==> src/rtl/lsu_bus.sv <==
// lsu_bus: one-at-a-time RV32 load/store unit on a request/grant + response
// data-memory bus, with lane steering, load extension and precise exceptions.
module lsu_bus #(
  parameter int unsigned TIMEOUT_CYCLES = 64,
  parameter bit          STORE_ACK      = 1'b1
) (
  input  logic        clk,
  input  logic        rst_n,
  input  logic        req_valid,
  output logic        req_ready,
  input  logic        req_store,
  input  logic [2:0]  req_funct3,
  input  logic [4:0]  req_rd,
  input  logic [31:0] req_base,
  input  logic [31:0] req_offset,
  input  logic [31:0] req_wdata,
  output logic        busy,
  output logic        ld_valid,
  output logic [4:0]  ld_rd,
  output logic [31:0] ld_data,
  output logic        st_done,
  output logic        exc_valid,
  output logic [3:0]  exc_cause,
  output logic [31:0] exc_addr,
  output logic        d_req,
  output logic        d_we,
  output logic [3:0]  d_be,
  output logic [31:0] d_addr,
  output logic [31:0] d_wdata,
  input  logic        d_gnt,
  input  logic        d_rvalid,
  input  logic [31:0] d_rdata,
  input  logic        d_err
);

  typedef enum logic [1:0] {IDLE, REQ, WAIT, RESP} state_t;

  localparam logic [31:0] TIMEOUT_LIMIT = TIMEOUT_CYCLES;

  state_t      state;
  logic        op_store;
  logic [2:0]  op_funct3;
  logic [4:0]  op_rd;
  logic [31:0] op_ea;
  logic [31:0] wait_cnt;

  logic [31:0] ea;
  logic [31:0] cnt_next;
  logic        timed_out;
  logic        is_illegal;
  logic        is_misaligned;
  logic [3:0]  store_be;
  logic [31:0] store_wdata;
  logic [31:0] rdata_shifted;
  logic [31:0] load_ext;

  // RESP is treated like IDLE for acceptance so requests can issue back-to-back
  assign req_ready = (state == IDLE) || (state == RESP);
  assign busy      = (state == REQ) || (state == WAIT);

  assign ea        = req_base + req_offset;
  assign cnt_next  = wait_cnt + 32'd1;
  // >= rather than == so a grant in the last REQ cycle still times out in WAIT
  assign timed_out = (TIMEOUT_LIMIT != 32'd0) && (cnt_next >= TIMEOUT_LIMIT);

  // Classify the incoming request: unsupported funct3 or unaligned address
  always_comb begin
    is_illegal    = 1'b0;
    is_misaligned = 1'b0;
    if (req_store) begin
      is_illegal = req_funct3[2] || (req_funct3[1:0] == 2'b11);
    end else begin
      is_illegal = (req_funct3 == 3'b011) || (req_funct3[2:1] == 2'b11);
    end
    case (req_funct3[1:0])
      2'b01:   is_misaligned = ea[0];
      2'b10:   is_misaligned = (ea[1:0] != 2'b00);
      default: is_misaligned = 1'b0;
    endcase
  end

  // Byte enables and lane-replicated write data for the incoming request
  always_comb begin
    store_be    = 4'b1111;
    store_wdata = 32'h0;
    if (req_store) begin
      case (req_funct3[1:0])
        2'b00: begin
          store_be    = 4'b0001 << ea[1:0];
          store_wdata = {4{req_wdata[7:0]}};
        end
        2'b01: begin
          store_be    = 4'b0011 << ea[1:0];
          store_wdata = {2{req_wdata[15:0]}};
        end
        default: store_wdata = req_wdata;
      endcase
    end
  end

  // Move the addressed lane down to bit 0 and extend it to 32 bits
  assign rdata_shifted = d_rdata >> {op_ea[1:0], 3'b000};

  always_comb begin
    case (op_funct3)
      3'b000:  load_ext = {{24{rdata_shifted[7]}}, rdata_shifted[7:0]};
      3'b001:  load_ext = {{16{rdata_shifted[15]}}, rdata_shifted[15:0]};
      3'b100:  load_ext = {24'h0, rdata_shifted[7:0]};
      3'b101:  load_ext = {16'h0, rdata_shifted[15:0]};
      default: load_ext = rdata_shifted;
    endcase
  end

  // Access sequencer: accept, drive the bus, collect the response, pulse one result
  always_ff @(posedge clk) begin
    if (!rst_n) begin
      state     <= IDLE;
      op_store  <= 1'b0;
      op_funct3 <= 3'b000;
      op_rd     <= 5'd0;
      op_ea     <= 32'h0;
      wait_cnt  <= 32'h0;
      ld_valid  <= 1'b0;
      ld_rd     <= 5'd0;
      ld_data   <= 32'h0;
      st_done   <= 1'b0;
      exc_valid <= 1'b0;
      exc_cause <= 4'd0;
      exc_addr  <= 32'h0;
      d_req     <= 1'b0;
      d_we      <= 1'b0;
      d_be      <= 4'b0000;
      d_addr    <= 32'h0;
      d_wdata   <= 32'h0;
    end else begin
      ld_valid  <= 1'b0;
      st_done   <= 1'b0;
      exc_valid <= 1'b0;
      case (state)
        IDLE, RESP: begin
          if (req_valid) begin
            op_store  <= req_store;
            op_funct3 <= req_funct3;
            op_rd     <= req_rd;
            op_ea     <= ea;
            if (is_illegal) begin
              state     <= RESP;
              exc_valid <= 1'b1;
              exc_cause <= 4'd2;
              exc_addr  <= ea;
            end else if (is_misaligned) begin
              state     <= RESP;
              exc_valid <= 1'b1;
              exc_cause <= req_store ? 4'd6 : 4'd4;
              exc_addr  <= ea;
            end else begin
              state    <= REQ;
              wait_cnt <= 32'h0;
              d_req    <= 1'b1;
              d_we     <= req_store;
              d_be     <= store_be;
              d_addr   <= {ea[31:2], 2'b00};
              d_wdata  <= store_wdata;
            end
          end else begin
            state <= IDLE;
          end
        end
        REQ: begin
          wait_cnt <= cnt_next;
          if (d_gnt) begin
            d_req <= 1'b0;
            if (op_store && !STORE_ACK) begin
              state   <= RESP;
              st_done <= 1'b1;
            end else begin
              state <= WAIT;
            end
          end else if (timed_out) begin
            d_req     <= 1'b0;
            state     <= RESP;
            exc_valid <= 1'b1;
            exc_cause <= op_store ? 4'd7 : 4'd5;
            exc_addr  <= op_ea;
          end
        end
        WAIT: begin
          wait_cnt <= cnt_next;
          if (d_rvalid) begin
            state <= RESP;
            if (d_err) begin
              exc_valid <= 1'b1;
              exc_cause <= op_store ? 4'd7 : 4'd5;
              exc_addr  <= op_ea;
            end else if (op_store) begin
              st_done <= 1'b1;
            end else begin
              ld_valid <= 1'b1;
              ld_rd    <= op_rd;
              ld_data  <= load_ext;
            end
          end else if (timed_out) begin
            state     <= RESP;
            exc_valid <= 1'b1;
            exc_cause <= op_store ? 4'd7 : 4'd5;
            exc_addr  <= op_ea;
          end
        end
        default: state <= IDLE;
      endcase
    end
  end

endmodule
==> config.mk <==
export PLATFORM = sky130hd
export DESIGN_NAME = lsu_bus
export DESIGN_NICKNAME = d
export VERILOG_FILES = /design/src/rtl/lsu_bus.sv
export SDC_FILE = /design/constraint.sdc
export NUM_CORES = 1
export LEC_CHECK = 0
export CAP_MARGIN = 20
export CORE_MARGIN = 1
export CORE_UTILIZATION = 45
export CTS_BUF_LIST = sky130_fd_sc_hd__clkbuf_8
export DETAILED_ROUTE_END_ITERATION = 8
export HOLD_SLACK_MARGIN = 0.08
export PLACE_DENSITY_LB_ADDON = 0.08
export SYNTH_ARGS = -nofsm -noshare
export SYNTH_HDL_FRONTEND = slang
export SYNTH_SLANG_ARGS = --single-unit
==> constraint.sdc <==
create_clock -name clk -period 3.9 [get_ports clk]
set_input_delay 0.78 -clock clk [delete_from_list [all_inputs] [get_ports clk]]
set_output_delay 0.78 -clock clk [all_outputs]
set_load 0.02 [all_outputs]
======== Yosys cells after proc, flatten, opt, wreduce, memory -nomap -nowiden ========
Cells that the tools add are included.
cells by class
  reductions and logical operators ........ 18
  multiplexer cells ....................... 52
  $mul .................................... 0
  shift operators ......................... 3
  bitwise logic cells ..................... 7
  add/sub/neg operators ................... 2
  order comparisons ....................... 1
  divide/modulo/power cells ............... 0
  eq/ne operators ......................... 18
operators with widths
  operator               number
  $mux 32                11
  $pmux 32 s2            2
  $pmux 32 s4            1
  $pmux 32 s3            1
  $add 32x1->32 const B  1
  $add 32x32->32         1
  $ge 32x7->1 const B    1
  $mux 4                 8
  $shr 32x5->32          1
  $mux 2                 8
  $mux 1                 15
  $pmux 4 s3             1
  $reduce_and 4->1       3
  $eq 2x2->1 const B     5
  $ne 3x3->1 const B     3
  $ne 2x2->1 const B     4
  $pmux 4 s2             1
  $not 1->1              7
  $eq 3x3->1 const B     2
  $pmux 2 s3             1
  $reduce_and 5->1       1
  $eq 2x1->1 const B     2
  $logic_not 2->1        2
  $logic_or 1x1->1       4
  other kinds (12)       15
word-level totals
  word-level logic and storage cells ...... 119
  memories kept ........................... 0
  register bits after elaboration ......... 219
  bits in latches ......................... 0
  memory bits (read-only) ................. 0
  bits in writable memories ............... 0

======== Longest topological paths before layout ========
Gate-level depths: netlist of run 1.
  depth after elaboration ................. 7
  gate-level depth with buffers ........... 12

======== Worst setup path before layout of run 1 ========
No wires, ideal clock.
  path type ............................... input to register
  start ................................... in req_base[0]
  end ..................................... reg exc_addr[30]
  buffers on the path ..................... 0
  library setup time ...................... 74 ps
  arrival ................................. 3276 ps
  data required time ...................... 3826 ps
  slack ................................... 549 ps
  stages on the path ...................... 12
  cells stage by stage .................... ha_1 -> fa_1 -> a21oi_1 -> o211ai_1 -> a221oi_1 -> o22ai_1 -> a31oi_1 -> o21ai_0 -> a21oi_1 -> xnor2_1 -> o211ai_1 -> a31oi_1
on the way
  word-level cells in the longest chain between the ends .. 5
  elaborated cells on any way between the ends .. 9
  those cells by class .................... add/sub (1); eq/ne (1); mux (5); reduce/logical (2)
RTL lines
  what                                                              line     RTL
  from (decl)                                                       14       input logic [31:0] req_base,
  $add 32x32->32 *                                                  61       assign ea = req_base + req_offset;
  $reduce_bool 2->1 or $mux 32 (tied branches)                      77, 151
  $pmux 1 s2 or $mux 32 (tied branches)                             75, 146
  $ne 3x3->1 (no source line) or $mux 32 (tied branches)            n/a
  $reduce_and 4->1 (no source line) or $pmux 32 s3 (tied branches)  n/a
  to (signal assigned)                                              184      exc_addr <= op_ea;
  to (signal assigned)                                              194      exc_addr <= op_ea;
  to (signal assigned)                                              206      exc_addr <= op_ea;
  to (decl)                                                         24       output logic [31:0] exc_addr,
Mark *: on every way between the ends. The rest lies on a longest branch, timed or not. The select of a mux whose other input is x is not followed.
A chain may end at the register's enable or synchronous reset.

======== Worst setup path in the final report of run 1 ========
  start ................................... reg wait_cnt[8]
  end ..................................... reg exc_cause[1]
on the way
  word-level cells in the longest chain between the ends .. 5
  elaborated cells on any way between the ends .. 6
  those cells by class .................... add/sub (1); order compare (1); mux (4)
RTL lines
  what                       line  RTL
  from (decl)                45    logic [31:0] wait_cnt;
  from (signal assigned)     170   wait_cnt <= cnt_next;
  from (signal assigned)     188   wait_cnt <= cnt_next;
  $add 32x1->32 *            62    assign cnt_next = wait_cnt + 32'd1;
  $ge 32x7->1 *              64    assign timed_out = (TIMEOUT_LIMIT != 32'd0) && (cnt_next >= TIMEOUT_LIMIT);
  $mux 4 *                   n/a
  $mux 4 (on tied branches)  n/a
  $pmux 4 s3 *               n/a
  to (signal assigned)       154   exc_cause <= req_store ? 4'd6 : 4'd4;
  to (signal assigned)       183   exc_cause <= op_store ? 4'd7 : 4'd5;
  to (signal assigned)       193   exc_cause <= op_store ? 4'd7 : 4'd5;
  to (decl)                  23    output logic [3:0] exc_cause,
Marked as above.

==> results of run 1 <==
per-stage QoR:
| stage | cell area [µm²] | TNS, ps | hold slack, ps | power (mW) | utilization [%] |
|---|---|---|---|---|---|
| floorplan | 11800 | 0 | 432 | 3.71 | - |
| global placement | 15100 | 0 | 437 | 4.52 | 59.4 |
| detailed placement | 15100 | -246 | 445 | 4.54 | 59.4 |
| CTS | 15900 | 0 | 454 | 6.72 | 62.5 |
| global route | 15900 | 0 | 471 | 7.01 | 62.6 |
| finish | 15900 | 0 | 451 | 6.70 | 62.6 |
worst min path at each step:
stage / from / endpoint / slack [ps] / cells after the start
floorplan: op_rd[0] / ld_rd[0] / 430 / 2
global placement: d_wdata[12] / d_wdata[12] / 440 / 2
detailed placement: op_rd[4] / ld_rd[4] / 440 / 2
CTS: op_rd[4] / ld_rd[4] / 450 / 2
global route: ld_rd[2] / ld_rd[2] / 470 / 2
finish: d_wdata[15] / d_wdata[15] / 450 / 2
flip-flops by register name, summed over array words and instances (netlist names), 2 cells and up:
register and cells:
d_wdata 32, exc_addr 32, ld_data 32, op_ea 32, wait_cnt 32, d_addr 30
ld_rd 5, op_rd 5, d_be 4, exc_cause 4, op_funct3 3, state 2
worst register-to-register path: cells and delay by family, from the launching register on:
family	cells	cell delay (ps)
simple gates	5	1730
compound gates	4	780
xor+xnor	1	160
flops	1	500
buf+inv	1	270
cells in the mapped netlist, types with 5 or more instances:
library cell  number  share of area [%]
dfxtp_1          219                 37
a22o_1             8               0.59
nor3_1            34                1.4
o22ai_1           14               0.74
and2_1             9               0.48
nor2_1           142                4.5
a211oi_1          21                1.3
a21o_1            19                1.2
or2_2              5               0.27
or3_1              8               0.42
o21bai_1           9               0.57
a22oi_1           16                1.0
inv_1             18               0.57
and3_1             9               0.48
nor4_1             6               0.32
xnor2_1           21                1.6
xor2_1            13               0.97
o21ai_0           98                4.2
ha_1              38                4.0
nand2_1          242                7.7
nand4_1           15               0.80
mux2i_1           19                1.6
nand3_1           54                2.3
a21oi_1          198                8.4
buf_1             10               0.32
mux2_2            16                1.5
buf_2              7               0.30
a31oi_1           19                1.0
o21a_1            10               0.64
a221oi_2          27                3.4
clkbuf_1          87                2.8
o211ai_1          15               0.96
nand2b_1           5               0.27
and4_1             5               0.37
nor2b_1            7               0.37
metal layers:
| metal | part of all wire, % | global-route usage (%) | wire length, µm |
|---|---|---|---|
| met5 | 0.035 | 0 | 13 |
| met4 | 3.1 | 10.7 | 1180 |
| met3 | 7.7 | 5.43 | 2890 |
| met2 | 45 | 43.3 | 16900 |
| met1 | 44 | 35.6 | 16600 |
layout make-up:
cell class	instances	area (µm²)
Fill cell	2302	9520
Clock buffer	46	633
Clock inverter	20	145
Sequential cell	219	4380
Multi-Input combinational cell	1159	6880
Timing Repair Buffer	348	3420
Tap cell	330	413
Inverter	19	73.8
logic make-up after synthesis:
family,count (synthesis),share of synthesized area (%)
other,1,0.0318
muxes,35,3.14
and+or+nand+nor,559,21.2
DFF,219,37.2
xor gates and xnor gates,34,2.53
AOI/OAI and AO/OA,490,27.0
buffers and inverters,132,4.65
adders and majority gates,39,4.20
cells in the final DEF, fill, tap and decap left out, types with 13 or more instances in the layout:
master / Yosys / layout
clkdlybuf4s50_1: 0 / 287
nand2_1: 242 / 239
dfxtp_1: 219 / 219
a21oi_1: 198 / 197
nor2_1: 142 / 142
o21ai_0: 98 / 98
nand3_1: 54 / 54
buf_4: 3 / 52
clkbuf_8: 0 / 46
ha_1: 38 / 37
nor3_1: 34 / 33
inv_1: 18 / 28
a221oi_2: 27 / 27
a211oi_1: 21 / 21
xnor2_1: 21 / 21
a31oi_1: 19 / 19
mux2i_1: 19 / 19
a21o_1: 19 / 19
a22oi_1: 16 / 16
mux2_2: 16 / 16
nand4_1: 15 / 15
o211ai_1: 15 / 15
o22ai_1: 14 / 14
xor2_1: 13 / 13
power by group:
| group | total (mW) | internal, mW | switching (mW) |
|---|---|---|---|
| Sequential | 2.58 | 2.42 | 0.154 |
| Clock | 2.17 | 1.20 | 0.963 |
| Combinational | 1.95 | 0.835 | 1.12 |
| Total | 6.70 | 4.46 | 2.24 |
==> out/results.ini, run 1 <==
[clock_network]
cts_tree = built
clkLatencyLatePin_ps = 540
total_of_cells_resized_after_clock_tree_synthesis = 0
cts_root_buf = clkbuf_8
cts.htree.levels = 2
cts_sinks = 219
cts_buffer_depth = 3
cts_hold_buf = 0
tritoncts.num_buffers = 38
postCtsSetupBuffers = 0
clkTransAtPathRegs_ps = 60

[critical_path]
timing.critical_path.arrival_ps = 3960
worst_path_dominant_cell_family = simple AND/OR/NAND/NOR gates
r2r_cells = 11
crit_start = wait_cnt[8]
required_time_of_the_worst_setup_path_ps = 4340
crit_slowest_cell = or4_4
worstSetupPathDepth = 11
crit_path_start_kind = register
worst_setup_path_endpoint = exc_cause[1]
worstPathCellList = and4_1, nand4_1, nor3_1, xor2_1, a211o_1, or4_4, nor3_4, buf_12, o21a_1, a21oi_1, a221oi_1
cp.buffers_inverters = 1
worstReg2RegEnd = exc_cause[1]
r2r_start = wait_cnt[8]
criticalPathCategory = reg2reg
timing.critical_path.slowest_cell_delay_ps = 560
crit_path_max_fanout = 31
critPathCaptureType = register
timing.reg2reg.setup_slack_ps = 380

[die]
io_pins = 291
fp-row-count = 58
die_y_extent_um = 164
die_width_um = 164
initial_core_util_pct = 46.3
die_outline_area_um2 = 26800
core_um2 = 25500

[finish]
fraction_of_final_layout_cells_sized_beyond_drive_strength_1_pct = 10.3
area_delta_synth_final_pct = 35.3
antenna_cells_inserted = 0
finish.net_count = 1967
fin_cells = 2141

[drt]
wl_per_cell_um = 17.5
ant_nets = 0
drc_violations_left = 0
first_pass_iters = 5
dr.first_iter.drc_count = 980
wirelength_mm = 37.5
vias = 12100
avgViaCountPerCell = 5.67

[timing]
tightest_slew_ps = 847
timing.final.crit_share_pct = 90.3
skew_ps = 26.8
timing.fmax_mhz = 284
setup_ws_ps = 379
report.final.hold_viol_count = 0
layout_min_cycle_time_ps = 3520
rsz0062_at_grt = false
timing.slew.headroom_pct = 43.6
final_max_slew_violation_count = 0
finalSetupViolCount = 0

[global_routing]
largest_net_degree_at_the_start_of_global_routing = 76
grt_remaining_overflow = 0
gr-usage-all-layers_pct = 27.0
first_global_vias = 11300
grt_first_pass_wirelength_mm = 58.2
antenna_found_initial = 1

[place]
io_buffer_count = 288
hpwlAfterDp_mm = 26.5
dp.cells = 2073
post-place-ws_ps = -98.2
gpl.final_weighted_congestion = 0.898

[yosys]
synth_flop_cell = dfxtp_1
postSynth.asyncResetShare_pct = 0
synth.yosys.seq_area_share_pct = 37.2
ys.warnings.count = 0
synth_edf_count = 0
post_synth.cell_area_avg_um2 = 7.81
synth.lib_cells_used.distinct = 71
mappedNetlistArea_um2 = 11800
ys_ff_latch = 219
postSynthCellCount = 1509

[power]
cellLeakagePower_nw = 6.08
vdd_drop_max_uv = 283
power.density_cell_area_nw_per_um2 = 420

[status]
run_status = finished, final reports clean

[job]
cap_violations = 0

[worst_hold_path]
hold_path.class = reg2reg

No activity file was read; power rests on OpenSTA's default activity.
==> inputs of run 2 (changes only) <==
--- a/config.mk
+++ b/config.mk
@@ -7,7 +7,7 @@
 export LEC_CHECK = 0
 export CAP_MARGIN = 20
 export CORE_MARGIN = 1
-export CORE_UTILIZATION = 45
+export CORE_UTILIZATION = 50
 export CTS_BUF_LIST = sky130_fd_sc_hd__clkbuf_8
 export DETAILED_ROUTE_END_ITERATION = 8
 export HOLD_SLACK_MARGIN = 0.08
==> out/results.ini, run 2 (synthesized netlist as in run 1, its figures left out) <==
[timing]
layout_min_cycle_time_ps = 3560  ; was 3520 ps
rsz0062_at_grt = false  ; unchanged
timing.slew.headroom_pct = 43.4  ; was 43.6%
finalSetupViolCount = 0  ; unchanged
setup_ws_ps = 344  ; was 379 ps
timing.final.crit_share_pct = 91.2  ; was 90.3%
setup-tns-final_ps = 0  ; unchanged
tightest_slew_ps = 848  ; was 847 ps
report.final.hold_viol_count = 0  ; unchanged
skew_ps = 38.3  ; was 26.8 ps
timing.fmax_mhz = 281  ; was 284 MHz
hold_ws_ps = 449  ; was 451 ps
final_max_slew_violation_count = 0  ; unchanged

[drt]
avgViaCountPerCell = 5.75  ; was 5.67
vias = 12200  ; was 12100
first_pass_iters = 5  ; unchanged
met2_wirelength_mm = 17.2  ; was 16.9 mm
wl_per_cell_um = 17.4  ; was 17.5 µm
detailroute.wirelength.met3_mm = 2.98  ; was 2.89 mm
dr.first_iter.drc_count = 905  ; was 980
met1_length_mm = 15.6  ; was 16.6 mm
maxUsedRoutingLayer = met4  ; was met5
wirelength_mm = 36.9  ; was 37.5 mm
drc_violations_left = 0  ; unchanged
ant_nets = 0  ; unchanged

[clock_network]
cts_sinks = 219  ; unchanged
cts_tree = built  ; unchanged
cts_root_buf = clkbuf_8  ; unchanged
cts.htree.levels = 2  ; unchanged
total_of_cells_resized_after_clock_tree_synthesis = 0  ; unchanged
postCtsSetupBuffers = 0  ; unchanged
tritoncts.num_buffers = 38  ; unchanged
cts_buffer_depth = 3  ; unchanged
cts_hold_buf = 0  ; unchanged
clkLatencyLatePin_ps = 550  ; was 540 ps
clkTransAtPathRegs_ps = 60  ; about the same

[power]
power.density_cell_area_nw_per_um2 = 413  ; was 420 nW/µm²
fin_total_pwr_mw = 6.55  ; was 6.70 mW
vdd_drop_max_uv = 305  ; was 283 µV
cellLeakagePower_nw = 6.06  ; was 6.08 nW

[finish]
layout_commonest_cell = clkdlybuf4s50_1  ; unchanged
post_layout_utilization_of_the_core_pct = 69.4  ; was 62.6%
final_cell_mix = 287 x clkdlybuf4s50_1, 240 x nand2_1, 219 x dfxtp_1  ; was 287 x clkdlybuf4s50_1, 239 x nand2_1, 219 x dfxtp_1
antenna_cells_inserted = 0  ; unchanged
finish.net_count = 1964  ; was 1967
fraction_of_final_layout_cells_sized_beyond_drive_strength_1_pct = 9.96  ; was 10.3%
area_delta_synth_final_pct = 34.6  ; was 35.3%

[die]
io_pins = 291  ; unchanged
fp-row-count = 55  ; was 58
die_outline_area_um2 = 24200  ; was 26800 µm²
die_y_extent_um = 156  ; was 164 µm
core_um2 = 22800  ; was 25500 µm²
die_width_um = 156  ; was 164 µm
initial_core_util_pct = 51.6  ; was 46.3%

[global_routing]
first_global_vias = 11500  ; was 11300
antenna_found_initial = 0  ; was 1
grt_first_pass_wirelength_mm = 58.0  ; was 58.2 mm
gr-usage-all-layers_pct = 29.6  ; was 27.0%
largest_net_degree_at_the_start_of_global_routing = 81  ; was 76
grt_remaining_overflow = 0  ; unchanged

[place]
io_buffer_count = 288  ; unchanged
post-place-ws_ps = 21.2  ; was -98.2 ps
gpl.final_weighted_congestion = 0.923  ; was 0.898
hpwlAfterDp_mm = 26.1  ; was 26.5 mm

[critical_path]
timing.reg2reg.setup_slack_ps = 340  ; was 380 ps
worst_setup_path_endpoint = exc_addr[24]  ; was exc_cause[1]
crit_path_max_fanout = 31  ; unchanged
r2r_start = wait_cnt[8]  ; unchanged
r2r_cells = 10  ; was 11
required_time_of_the_worst_setup_path_ps = 4290  ; was 4340 ps
criticalPathCategory = reg2reg  ; unchanged
crit_path_start_kind = register  ; unchanged
crit_start = wait_cnt[8]  ; unchanged
worstReg2RegEnd = exc_addr[24]  ; was exc_cause[1]
critPathCaptureType = register  ; unchanged
timing.critical_path.arrival_ps = 3950  ; was 3960 ps

[status]
run_status = finished, final reports clean  ; unchanged

[worst_hold_path]
hold_path.class = reg2reg  ; unchanged

[job]
cap_violations = 0  ; unchanged

run 2: power by group:
| part | internal, mW | switching, mW | total [mW] |
|---|---|---|---|
| logic | 0.831 | 1.11 | 1.94 |
| registers | 2.42 | 0.159 | 2.58 |
| clock network | 1.09 | 0.945 | 2.03 |
| total | 4.34 | 2.21 | 6.55 |
run 2: worst min-delay path by stage:
stage	start	to	slack [ps]	depth (start not counted)
floorplan	op_rd[0]	ld_rd[0]	430	2
global placement	op_rd[4]	ld_rd[4]	440	2
detailed placement	op_rd[4]	ld_rd[4]	440	2
CTS	d_wdata[11]	d_wdata[11]	450	2
global route	op_rd[4]	ld_rd[4]	470	2
finish	d_wdata[11]	d_wdata[11]	450	2
run 2: per-stage QoR:
stage / std cells / cell area, µm²
floorplan: 1510 / 11800
global placement: 2054 / 15100
detailed placement: 2054 / 15100
CTS: 2119 / 15900
global route: 2120 / 15900
finish: 2120 / 15900
run 2: worst max-delay path, cell delays in order, from the launching register on:
cell and delay (ps):
dfxtp_1 510, and4_1 320, nand4_1 260, nor3_1 450, xor2_1 110, a211o_1 260, or4_4 550, nor3_4 240
buf_12 260, a221oi_2 90, a2111oi_1 350
run 2: per-layer routing:
metal,track usage [%],up-vias
li1,-,5964
met1,37.8,5666
met2,49.3,480
met3,5.72,79
met4,11.6,0
met5,0,-
run 2: area by class of cell:
| type | count | area (µm²) |
|---|---|---|
| clock buffer | 47 | 647 |
| tap | 313 | 392 |
| multi-input combinational | 1159 | 6880 |
| inverter | 19 | 73.8 |
| timing repair buffer | 345 | 3410 |
| clock inverter | 18 | 81.3 |
| sequential | 219 | 4380 |
| fill | 1959 | 6980 |
